$ cat src/rtl/memory_stage_pkg.sv
// Shared encodings for the memory stage: funct3 access sizes, result_src
// selects, the access FSM state type and the natural-alignment helper.
package memory_stage_pkg;

  // funct3 load/store access size and signedness
  localparam logic [2:0] F3_B  = 3'b000;
  localparam logic [2:0] F3_H  = 3'b001;
  localparam logic [2:0] F3_W  = 3'b010;
  localparam logic [2:0] F3_BU = 3'b100;
  localparam logic [2:0] F3_HU = 3'b101;

  // result_src selects carried to write-back
  localparam logic [1:0] RES_ALU  = 2'b00;
  localparam logic [1:0] RES_LOAD = 2'b01;
  localparam logic [1:0] RES_PC4  = 2'b10;

  typedef enum logic {
    ST_IDLE = 1'b0,
    ST_WAIT = 1'b1
  } mem_state_e;

  // Natural alignment: bytes anywhere, halves on even, words on 4-byte boundary.
  // Only funct3[1:0] carries the size, so bu/hu reuse the b/h rules.
  function automatic logic is_aligned(input logic [2:0] funct3, input logic [1:0] off);
    logic ok;
    unique case (funct3[1:0])
      2'b00:   ok = 1'b1;
      2'b01:   ok = ~off[0];
      default: ok = (off == 2'b00);
    endcase
    return ok;
  endfunction

endpackage

$ cat src/rtl/load_extend.sv
// Load data formatter: picks the addressed byte/half lane out of the returned
// memory word and sign- or zero-extends it to XLEN.
//   rdata    : raw word from data memory
//   byte_off : address bits [1:0] of the access
//   funct3   : access size/sign
//   data     : extended load value
module load_extend
  import memory_stage_pkg::*;
#(
  parameter int unsigned XLEN = 32
) (
  input  logic [XLEN-1:0] rdata,
  input  logic [1:0]      byte_off,
  input  logic [2:0]      funct3,
  output logic [XLEN-1:0] data
);

  logic [7:0]  lane_b;
  logic [15:0] lane_h;

  // Lane select followed by extension
  always_comb begin
    lane_b = rdata[{byte_off, 3'b000} +: 8];
    lane_h = rdata[{byte_off[1], 4'b0000} +: 16];
    data   = rdata;
    unique case (funct3)
      F3_B:    data = {{(XLEN-8){lane_b[7]}}, lane_b};
      F3_H:    data = {{(XLEN-16){lane_h[15]}}, lane_h};
      F3_BU:   data = {{(XLEN-8){1'b0}}, lane_b};
      F3_HU:   data = {{(XLEN-16){1'b0}}, lane_h};
      default: data = rdata;
    endcase
  end

endmodule

$ cat src/rtl/memory_stage.sv
// Pipeline MEM stage: issues data-memory requests for loads/stores, stalls the
// front of the pipeline while an access is outstanding, times out hung
// accesses, flags misaligned accesses and owns the MEM/WB pipeline register.
//   clk, srst                  : clock, async active-low reset
//   *_m                        : EX/MEM control and payload
//   flush_w                    : kill the instruction entering WB
//   dmem_req/we/addr/be/wdata  : data-memory request (word addressed, lane enables)
//   dmem_ack, dmem_rdata       : data-memory completion
//   stall_m                    : freeze upstream stages
//   misaligned_m, mem_err_m    : single-cycle exception pulses
//   *_w                        : MEM/WB register outputs
module memory_stage
  import memory_stage_pkg::*;
#(
  parameter int unsigned XLEN     = 32,
  parameter int unsigned MAX_WAIT = 15
) (
  input  logic            clk,
  input  logic            srst,
  input  logic            valid_m,
  input  logic            reg_write_m,
  input  logic [1:0]      result_src_m,
  input  logic            mem_write_m,
  input  logic [2:0]      funct3_m,
  input  logic [4:0]      rd_m,
  input  logic [XLEN-1:0] alu_result_m,
  input  logic [XLEN-1:0] write_data_m,
  input  logic [XLEN-1:0] pc_plus4_m,
  input  logic            flush_w,
  output logic            dmem_req,
  output logic            dmem_we,
  output logic [XLEN-1:0] dmem_addr,
  output logic [3:0]      dmem_be,
  output logic [XLEN-1:0] dmem_wdata,
  input  logic            dmem_ack,
  input  logic [XLEN-1:0] dmem_rdata,
  output logic            stall_m,
  output logic            misaligned_m,
  output logic            mem_err_m,
  output logic            valid_w,
  output logic            reg_write_w,
  output logic [1:0]      result_src_w,
  output logic [4:0]      rd_w,
  output logic [XLEN-1:0] read_data_w,
  output logic [XLEN-1:0] alu_result_w,
  output logic [XLEN-1:0] pc_plus4_w
);

  localparam int unsigned CW = $clog2(MAX_WAIT + 1);

  mem_state_e      state, state_next;
  logic [CW-1:0]   wait_cnt, wait_cnt_next, wait_cnt_inc;
  logic [1:0]      byte_off;
  logic            is_load, is_access, aligned, mem_op;
  logic            capture;
  logic [XLEN-1:0] load_data;

  assign byte_off  = alu_result_m[1:0];
  assign is_load   = (result_src_m == RES_LOAD);
  assign is_access = valid_m & (mem_write_m | is_load);
  assign aligned   = is_aligned(funct3_m, byte_off);
  assign mem_op    = is_access & aligned;

  // Saturating increment of the wait counter
  assign wait_cnt_inc = (wait_cnt == CW'(MAX_WAIT)) ? wait_cnt : wait_cnt + CW'(1);

  // State and wait-counter registers
  always_ff @(posedge clk or negedge srst) begin
    if (!srst) begin
      state    <= ST_IDLE;
      wait_cnt <= '0;
    end else begin
      state    <= state_next;
      wait_cnt <= wait_cnt_next;
    end
  end

  // Next state, request and timeout. The request cycle in IDLE counts as the
  // first waited cycle, so entering WAIT loads 1 and the timeout fires after
  // MAX_WAIT stalled cycles. Reset gates req/err so they drop asynchronously.
  always_comb begin
    state_next    = state;
    wait_cnt_next = '0;
    dmem_req      = 1'b0;
    mem_err_m     = 1'b0;
    unique case (state)
      ST_IDLE: begin
        dmem_req = mem_op;
        if (mem_op && !dmem_ack) begin
          state_next    = ST_WAIT;
          wait_cnt_next = CW'(1);
        end
      end
      ST_WAIT: begin
        dmem_req = 1'b1;
        if (dmem_ack) begin
          state_next = ST_IDLE;
        end else if (wait_cnt == CW'(MAX_WAIT)) begin
          mem_err_m  = 1'b1;
          state_next = ST_IDLE;
        end else begin
          wait_cnt_next = wait_cnt_inc;
        end
      end
      default: state_next = ST_IDLE;
    endcase
    if (!srst) begin
      dmem_req  = 1'b0;
      mem_err_m = 1'b0;
    end
  end

  assign misaligned_m = srst & is_access & ~aligned;
  assign stall_m      = dmem_req & ~dmem_ack & ~mem_err_m;

  assign dmem_we   = mem_write_m;
  assign dmem_addr = {alu_result_m[XLEN-1:2], 2'b00};

  // Lane enables and replicated store data
  always_comb begin
    dmem_be    = 4'b0000;
    dmem_wdata = write_data_m;
    unique case (funct3_m[1:0])
      2'b00: begin
        dmem_be    = 4'b0001 << byte_off;
        dmem_wdata = XLEN'({4{write_data_m[7:0]}});
      end
      2'b01: begin
        dmem_be    = 4'b0011 << byte_off;
        dmem_wdata = XLEN'({2{write_data_m[15:0]}});
      end
      default: begin
        dmem_be    = 4'b1111;
        dmem_wdata = write_data_m;
      end
    endcase
    if (!dmem_req) dmem_be = 4'b0000;
  end

  load_extend #(
    .XLEN(XLEN)
  ) u_load_extend (
    .rdata    (dmem_rdata),
    .byte_off (byte_off),
    .funct3   (funct3_m),
    .data     (load_data)
  );

  // Any stall, flush, timeout or misalignment sends a bubble to WB
  assign capture = ~stall_m & ~flush_w & ~mem_err_m & ~misaligned_m;

  // MEM/WB pipeline register
  always_ff @(posedge clk or negedge srst) begin
    if (!srst) begin
      valid_w      <= 1'b0;
      reg_write_w  <= 1'b0;
      result_src_w <= 2'b00;
      rd_w         <= 5'd0;
      read_data_w  <= '0;
      alu_result_w <= '0;
      pc_plus4_w   <= '0;
    end else if (capture) begin
      valid_w      <= valid_m;
      reg_write_w  <= reg_write_m;
      result_src_w <= result_src_m;
      rd_w         <= rd_m;
      read_data_w  <= is_load ? load_data : '0;
      alu_result_w <= alu_result_m;
      pc_plus4_w   <= pc_plus4_m;
    end else begin
      valid_w      <= 1'b0;
      reg_write_w  <= 1'b0;
      result_src_w <= 2'b00;
      rd_w         <= 5'd0;
      read_data_w  <= '0;
      alu_result_w <= '0;
      pc_plus4_w   <= '0;
    end
  end

endmodule

$ cat config.mk
export PLATFORM = sky130hd
export DESIGN_NAME = memory_stage
export DESIGN_NICKNAME = d
export VERILOG_FILES = /design/src/rtl/memory_stage_pkg.sv /design/src/rtl/load_extend.sv /design/src/rtl/memory_stage.sv
export SDC_FILE = /design/constraint.sdc
export NUM_CORES = 1
export LEC_CHECK = 0
export CAP_MARGIN = 15
export CELL_PAD_IN_SITES_DETAIL_PLACEMENT = 0
export CELL_PAD_IN_SITES_GLOBAL_PLACEMENT = 1
export CORE_MARGIN = 10
export CORE_UTILIZATION = 29
export CTS_BUF_LIST = sky130_fd_sc_hd__clkbuf_16
export DETAILED_ROUTE_END_ITERATION = 8
export GPL_ROUTABILITY_DRIVEN = 0
export HOLD_SLACK_MARGIN = 0.15
export PLACE_DENSITY_LB_ADDON = 0.2
export RECOVER_POWER = 50
export SLEW_MARGIN = 10
export SYNTH_ARGS = -nofsm -noshare
export SYNTH_HDL_FRONTEND = slang
export SYNTH_HIERARCHICAL = 1
export SYNTH_SLANG_ARGS = --single-unit
$ cat constraint.sdc
create_clock -name clk -period 3.72 [get_ports clk]
set_input_delay 0.744 -clock clk [delete_from_list [all_inputs] [get_ports clk]]
set_output_delay 0.744 -clock clk [all_outputs]
set_load 0.05 [all_outputs]
==> results of run 1 <==
-- synthesized netlist by cell type, types with 3 or more instances --
cell,instances
sky130_fd_sc_hd__o22a_1,8
sky130_fd_sc_hd__a21oi_1,14
sky130_fd_sc_hd__a221o_1,8
sky130_fd_sc_hd__nor2b_1,81
sky130_fd_sc_hd__mux2_2,17
sky130_fd_sc_hd__and2_1,33
sky130_fd_sc_hd__buf_1,3
sky130_fd_sc_hd__buf_6,3
sky130_fd_sc_hd__buf_4,48
sky130_fd_sc_hd__a22o_1,8
sky130_fd_sc_hd__nand2_1,48
sky130_fd_sc_hd__o21ai_0,14
sky130_fd_sc_hd__clkbuf_1,16
sky130_fd_sc_hd__inv_1,5
sky130_fd_sc_hd__mux2i_1,22
sky130_fd_sc_hd__dfrtp_1,110
sky130_fd_sc_hd__nor2_1,8
sky130_fd_sc_hd__nand3b_1,8
sky130_fd_sc_hd__nand2b_1,4
-- final cells by class --
cell class,count,share of cell area [%]
Tap cell,229,3.25
Clock buffer,9,2.55
Timing Repair Buffer,333,38.6
Multi-Input combinational cell,303,23.2
Sequential cell,110,31.2
Clock inverter,7,0.978
Inverter,5,0.213
-- stage by stage --
stage / worst slack, ns / area, um2 / utilization, % / total power, mW
after global placement: 0.525 / 8530 / 47.6 / 2.48
after CTS: 0.506 / 8840 / 49.4 / 3.52
after global routing: 0.369 / 8820 / 49.3 / 3.59
after floorplan: 0.605 / 5270 / - / 1.99
final: 0.480 / 8820 / 49.3 / 3.43
after detailed placement: 0.530 / 8530 / 47.6 / 2.49
-- power groups by stage --
stage	Clock [mW]	Combinational (mW)	Sequential [mW]
after CTS	1.05	1.18	1.29
after detailed placement	0	1.17	1.31
after global placement	0	1.17	1.31
after floorplan	0	0.414	1.57
after global routing	1.09	1.20	1.29
final	1.01	1.14	1.28
-- path summary, 6_finish.rpt --
check | start | endpoint | slack, ns | cells after the start
worst max-delay path | alu_result_m[0] | stall_m | 0.48 | 6
worst min register to register | wait_cnt[3] | wait_cnt[3] | 0.52 | 1
worst max register to register | state | read_data_w[12] | 2.18 | 5
min in group asynchronous | srst | read_data_w[7] | 0.88 | 2
worst min-delay path | wait_cnt[3] | wait_cnt[3] | 0.52 | 1
max in group asynchronous | srst | pc_plus4_w[23] | 0.92 | 3
-- worst max-delay path, stage by stage --
cell,delay (ns)
sky130_fd_sc_hd__dlygate4sd3_1,0.69
sky130_fd_sc_hd__o21ai_2,0.16
sky130_fd_sc_hd__nand2_1,0.11
sky130_fd_sc_hd__or3_1,0.35
sky130_fd_sc_hd__a21oi_1,0.25
sky130_fd_sc_hd__buf_12,0.18
-- placed cells by master, fill, tap and decap left out, drive strengths merged, types with 2 or more instances in the layout --
master and n:
a21oi 14, nand3b 8, o21ai 15, and2 34, nand2 48, clkdlybuf4s50 209
mux2i 22, nand3 2, conb 2, clkbuf 13, o22a 8, inv 9
nand2b 4, nor3 2, a22o 8, a31oi 2, o21a 2, dlygate4sd3 85
or3 2, a221o 8, buf 35, mux2 17, a21o 2, nor2 8
nor2b 81, dfrtp 110
-- per-layer routing --
| metal | share of wire (%) | wire length [um] | track usage (%) | up-vias |
|---|---|---|---|---|
| met1 | 38 | 7420 | 16.4 | 2133 |
| met3 | 11 | 2060 | 7.07 | 16 |
| met5 | 0 | 0 | 0 | - |
| met2 | 50 | 9830 | 28.1 | 227 |
| li1 | - | - | - | 2120 |
| met4 | 1.5 | 285 | 5.08 | 0 |
-- kinds of logic (layout without fill, tap and decap cells) --
kind of cell | count (synthesis) | count (layout) | synth area share [%]
other | 1 | 2 | 0.0712
AOI/OAI and AO/OA | 68 | 68 | 9.59
muxes | 40 | 40 | 8.24
and+or+nand+nor | 191 | 191 | 20.2
DFF | 110 | 110 | 52.2
adders and majority gates | 1 | 1 | 0.237
xor gates and xnor gates | 1 | 1 | 0.166
buffers and inverters | 76 | 354 | 9.28
-- flip-flops by register name, indices dropped and copies added (netlist names) --
signal        count
rd_w              5
read_data_w      32
wait_cnt          4
alu_result_w     32
result_src_w      2
state             1
reg_write_w       1
valid_w           1
pc_plus4_w       32
==> report_table.html, run 1 <==
<table>
<tr><th>Metric</th><th>Value</th></tr>
<tr><th colspan="2">STA</th></tr>
<tr><td>Setup violation total in the final timing report</td><td>0</td></tr>
<tr><td>RSZ-0062 raised after global routing</td><td>false</td></tr>
<tr><td>Final Critical Period</td><td>3.24 ns</td></tr>
<tr><td>Transition time of the tightest slew-check pin</td><td>2.03 ns</td></tr>
<tr><td>Final Cycle Share</td><td>87.1%</td></tr>
<tr><td>Hold Violations, Final</td><td>0</td></tr>
<tr><td>Final number of max-transition violations</td><td>39</td></tr>
<tr><td>Post-route clock skew</td><td>0.00799 ns</td></tr>
<tr><td>Summed negative setup slack over all endpoints</td><td>0 ns</td></tr>
<tr><td>Peak clock frequency supported by timing</td><td>0.309 GHz</td></tr>
<tr><td>Worst max-slew margin expressed relative to the limit</td><td>-35.0%</td></tr>
<tr><td>Hold WS</td><td>0.518 ns</td></tr>
<tr><th colspan="2">Routing</th></tr>
<tr><td>Remaining routing DRC violations</td><td>0</td></tr>
<tr><td>Drt first-iter violations</td><td>139</td></tr>
<tr><td>Vias</td><td>4496</td></tr>
<tr><td>Via/cell ratio</td><td>4.51</td></tr>
<tr><td>Pre-antenna DRT Iters</td><td>4</td></tr>
<tr><td>Wire length per cell</td><td>19.7 um</td></tr>
<tr><td>Total wire length</td><td>19.6 mm</td></tr>
<tr><td>Remaining antenna violation count after routing</td><td>0</td></tr>
<tr><th colspan="2">Clocking</th></tr>
<tr><td>Number of hold buffers added after CTS</td><td>0</td></tr>
<tr><td>Number of cells upsized or downsized after cts</td><td>0</td></tr>
<tr><td>Number of buffers created by CTS</td><td>9</td></tr>
<tr><td>TritonCTS clock tree</td><td>built</td></tr>
<tr><td>Setup repair bufs after CTS</td><td>0</td></tr>
<tr><td>Buffer cell driving the clock tree root</td><td>sky130_fd_sc_hd__clkbuf_16</td></tr>
<tr><td>Count of H-tree levels built during CTS</td><td>3</td></tr>
<tr><td>Clk pin slew, worst setup/hold paths</td><td>0.07 ns</td></tr>
<tr><td>TritonCTS sink count</td><td>110</td></tr>
<tr><td>Clock Tree Buf Depth</td><td>2</td></tr>
<tr><td>Clock latency of the later-clocked register in the worst-skew pair</td><td>0.35 ns</td></tr>
<tr><th colspan="2">Setup path</th></tr>
<tr><td>Data arrival time of the worst path</td><td>2.50 ns</td></tr>
<tr><td>Required time of the critical path</td><td>2.98 ns</td></tr>
<tr><td>Critical path start-end classification</td><td>input pin to primary output</td></tr>
<tr><td>Worst Setup Start Kind</td><td>input pin</td></tr>
<tr><td>Crit. End Element</td><td>primary output</td></tr>
<tr><td>Crit Path Max Fanout</td><td>8</td></tr>
<tr><th colspan="2">Floorplan</th></tr>
<tr><td>Placeable core region</td><td>0.0179 mm2</td></tr>
<tr><td>Floorplan row count</td><td>49</td></tr>
<tr><td>Die height</td><td>155 um</td></tr>
<tr><td>Die width</td><td>155 um</td></tr>
<tr><td>Top Ports</td><td>323</td></tr>
<tr><td>Effective utilization at floorplan</td><td>29.4%</td></tr>
<tr><td>Area enclosed by the die boundary</td><td>0.0240 mm2</td></tr>
<tr><th colspan="2">Final layout</th></tr>
<tr><td>Total area of sequential cells</td><td>0.00275 mm2</td></tr>
<tr><td>Final layout net count</td><td>908</td></tr>
<tr><td>Fraction of layout instances using a drive strength above 1</td><td>10.2%</td></tr>
<tr><td>Final antenna diode count</td><td>0</td></tr>
<tr><td>Non-Filler Instances</td><td>996</td></tr>
<tr><td>Final-layout fill cell count</td><td>1633</td></tr>
<tr><td>Area used by multi-input combinational logic</td><td>0.00205 mm2</td></tr>
<tr><td>Layout overhead on the synthesized area</td><td>67.5%</td></tr>
<tr><th colspan="2">Pwr</th></tr>
<tr><td>Switching power</td><td>1.19 mW</td></tr>
<tr><td>P_leak</td><td>4.02 nW</td></tr>
<tr><td>Switching Share</td><td>34.7%</td></tr>
<tr><td>Peak supply drop</td><td>218 uV</td></tr>
<tr><td>Proportion of power drawn by the clock network</td><td>29.4%</td></tr>
<tr><td>P_int</td><td>2.24 mW</td></tr>
<tr><td>Ratio of total power to cell area</td><td>389 mW/mm2</td></tr>
<tr><td>Combinational Power Share</td><td>33.1%</td></tr>
<tr><td>Part of the total power dissipated in sequential elements</td><td>37.5%</td></tr>
<tr><th colspan="2">Logic synthesis</th></tr>
<tr><td>Async set or reset register ratio after synthesis</td><td>100%</td></tr>
<tr><td>Post-synthesis instance total</td><td>488</td></tr>
<tr><td>Number of library cell types mapped by synthesis</td><td>43</td></tr>
<tr><td>Synth top area cells</td><td>sky130_fd_sc_hd__dfrtp_1, sky130_fd_sc_hd__nor2b_1, sky130_fd_sc_hd__buf_4, sky130_fd_sc_hd__mux2i_1, sky130_fd_sc_hd__and2_1</td></tr>
<tr><td>Flops &amp; latches, synth</td><td>110</td></tr>
<tr><td>Synthesis Warnings</td><td>6</td></tr>
<tr><td>Yosys top cell area share</td><td>52.2%</td></tr>
<tr><td>Top FF cell, synth</td><td>sky130_fd_sc_hd__dfrtp_1</td></tr>
<tr><td>Mean cell area of the mapped netlist</td><td>10.8 um2</td></tr>
<tr><td>Share of synthesized area occupied by flip-flops and latches</td><td>52.2%</td></tr>
<tr><td>Number of synthesized flops with an enable pin</td><td>0</td></tr>
<tr><td>Netlist area before placement</td><td>0.00527 mm2</td></tr>
<tr><td>Synth area leader</td><td>sky130_fd_sc_hd__dfrtp_1</td></tr>
<tr><th colspan="2">Global routing</th></tr>
<tr><td>Grt total ovfl</td><td>0</td></tr>
<tr><td>Global-route total usage across every layer</td><td>15.9%</td></tr>
<tr><td>Via count of the first global-routing pass</td><td>4912</td></tr>
<tr><td>Wire length of the first global-routing pass</td><td>29.6 mm</td></tr>
<tr><td>Pin count of the biggest net entering global routing</td><td>57</td></tr>
<tr><td>Number of antenna violations at the first check in global routing</td><td>0</td></tr>
<tr><th colspan="2">Worst hold path</th></tr>
<tr><td>Tightest Hold Check Type</td><td>register to register</td></tr>
<tr><th colspan="2">Outcome</th></tr>
<tr><td>Run status</td><td>complete, but fails checks</td></tr>
<tr><td>Violated checks</td><td>max-capacitance violations, max-slew violations</td></tr>
<tr><th colspan="2">Placement</th></tr>
<tr><td>Placed cell count</td><td>980</td></tr>
<tr><td>Placed wire-length estimate</td><td>15.9 mm</td></tr>
<tr><td>Port buffer count</td><td>320</td></tr>
<tr><th colspan="2">Flow run</th></tr>
<tr><td>Number of maximum-capacitance constraint violations</td><td>1</td></tr>
</table>
(Power assumes the default switching activity.)
==> run 2: changes to the inputs <==
- ABC_AREA: default -> 0
==> results of run 2 <==
Final layout, timing and power as in run 1 (identical DEF).
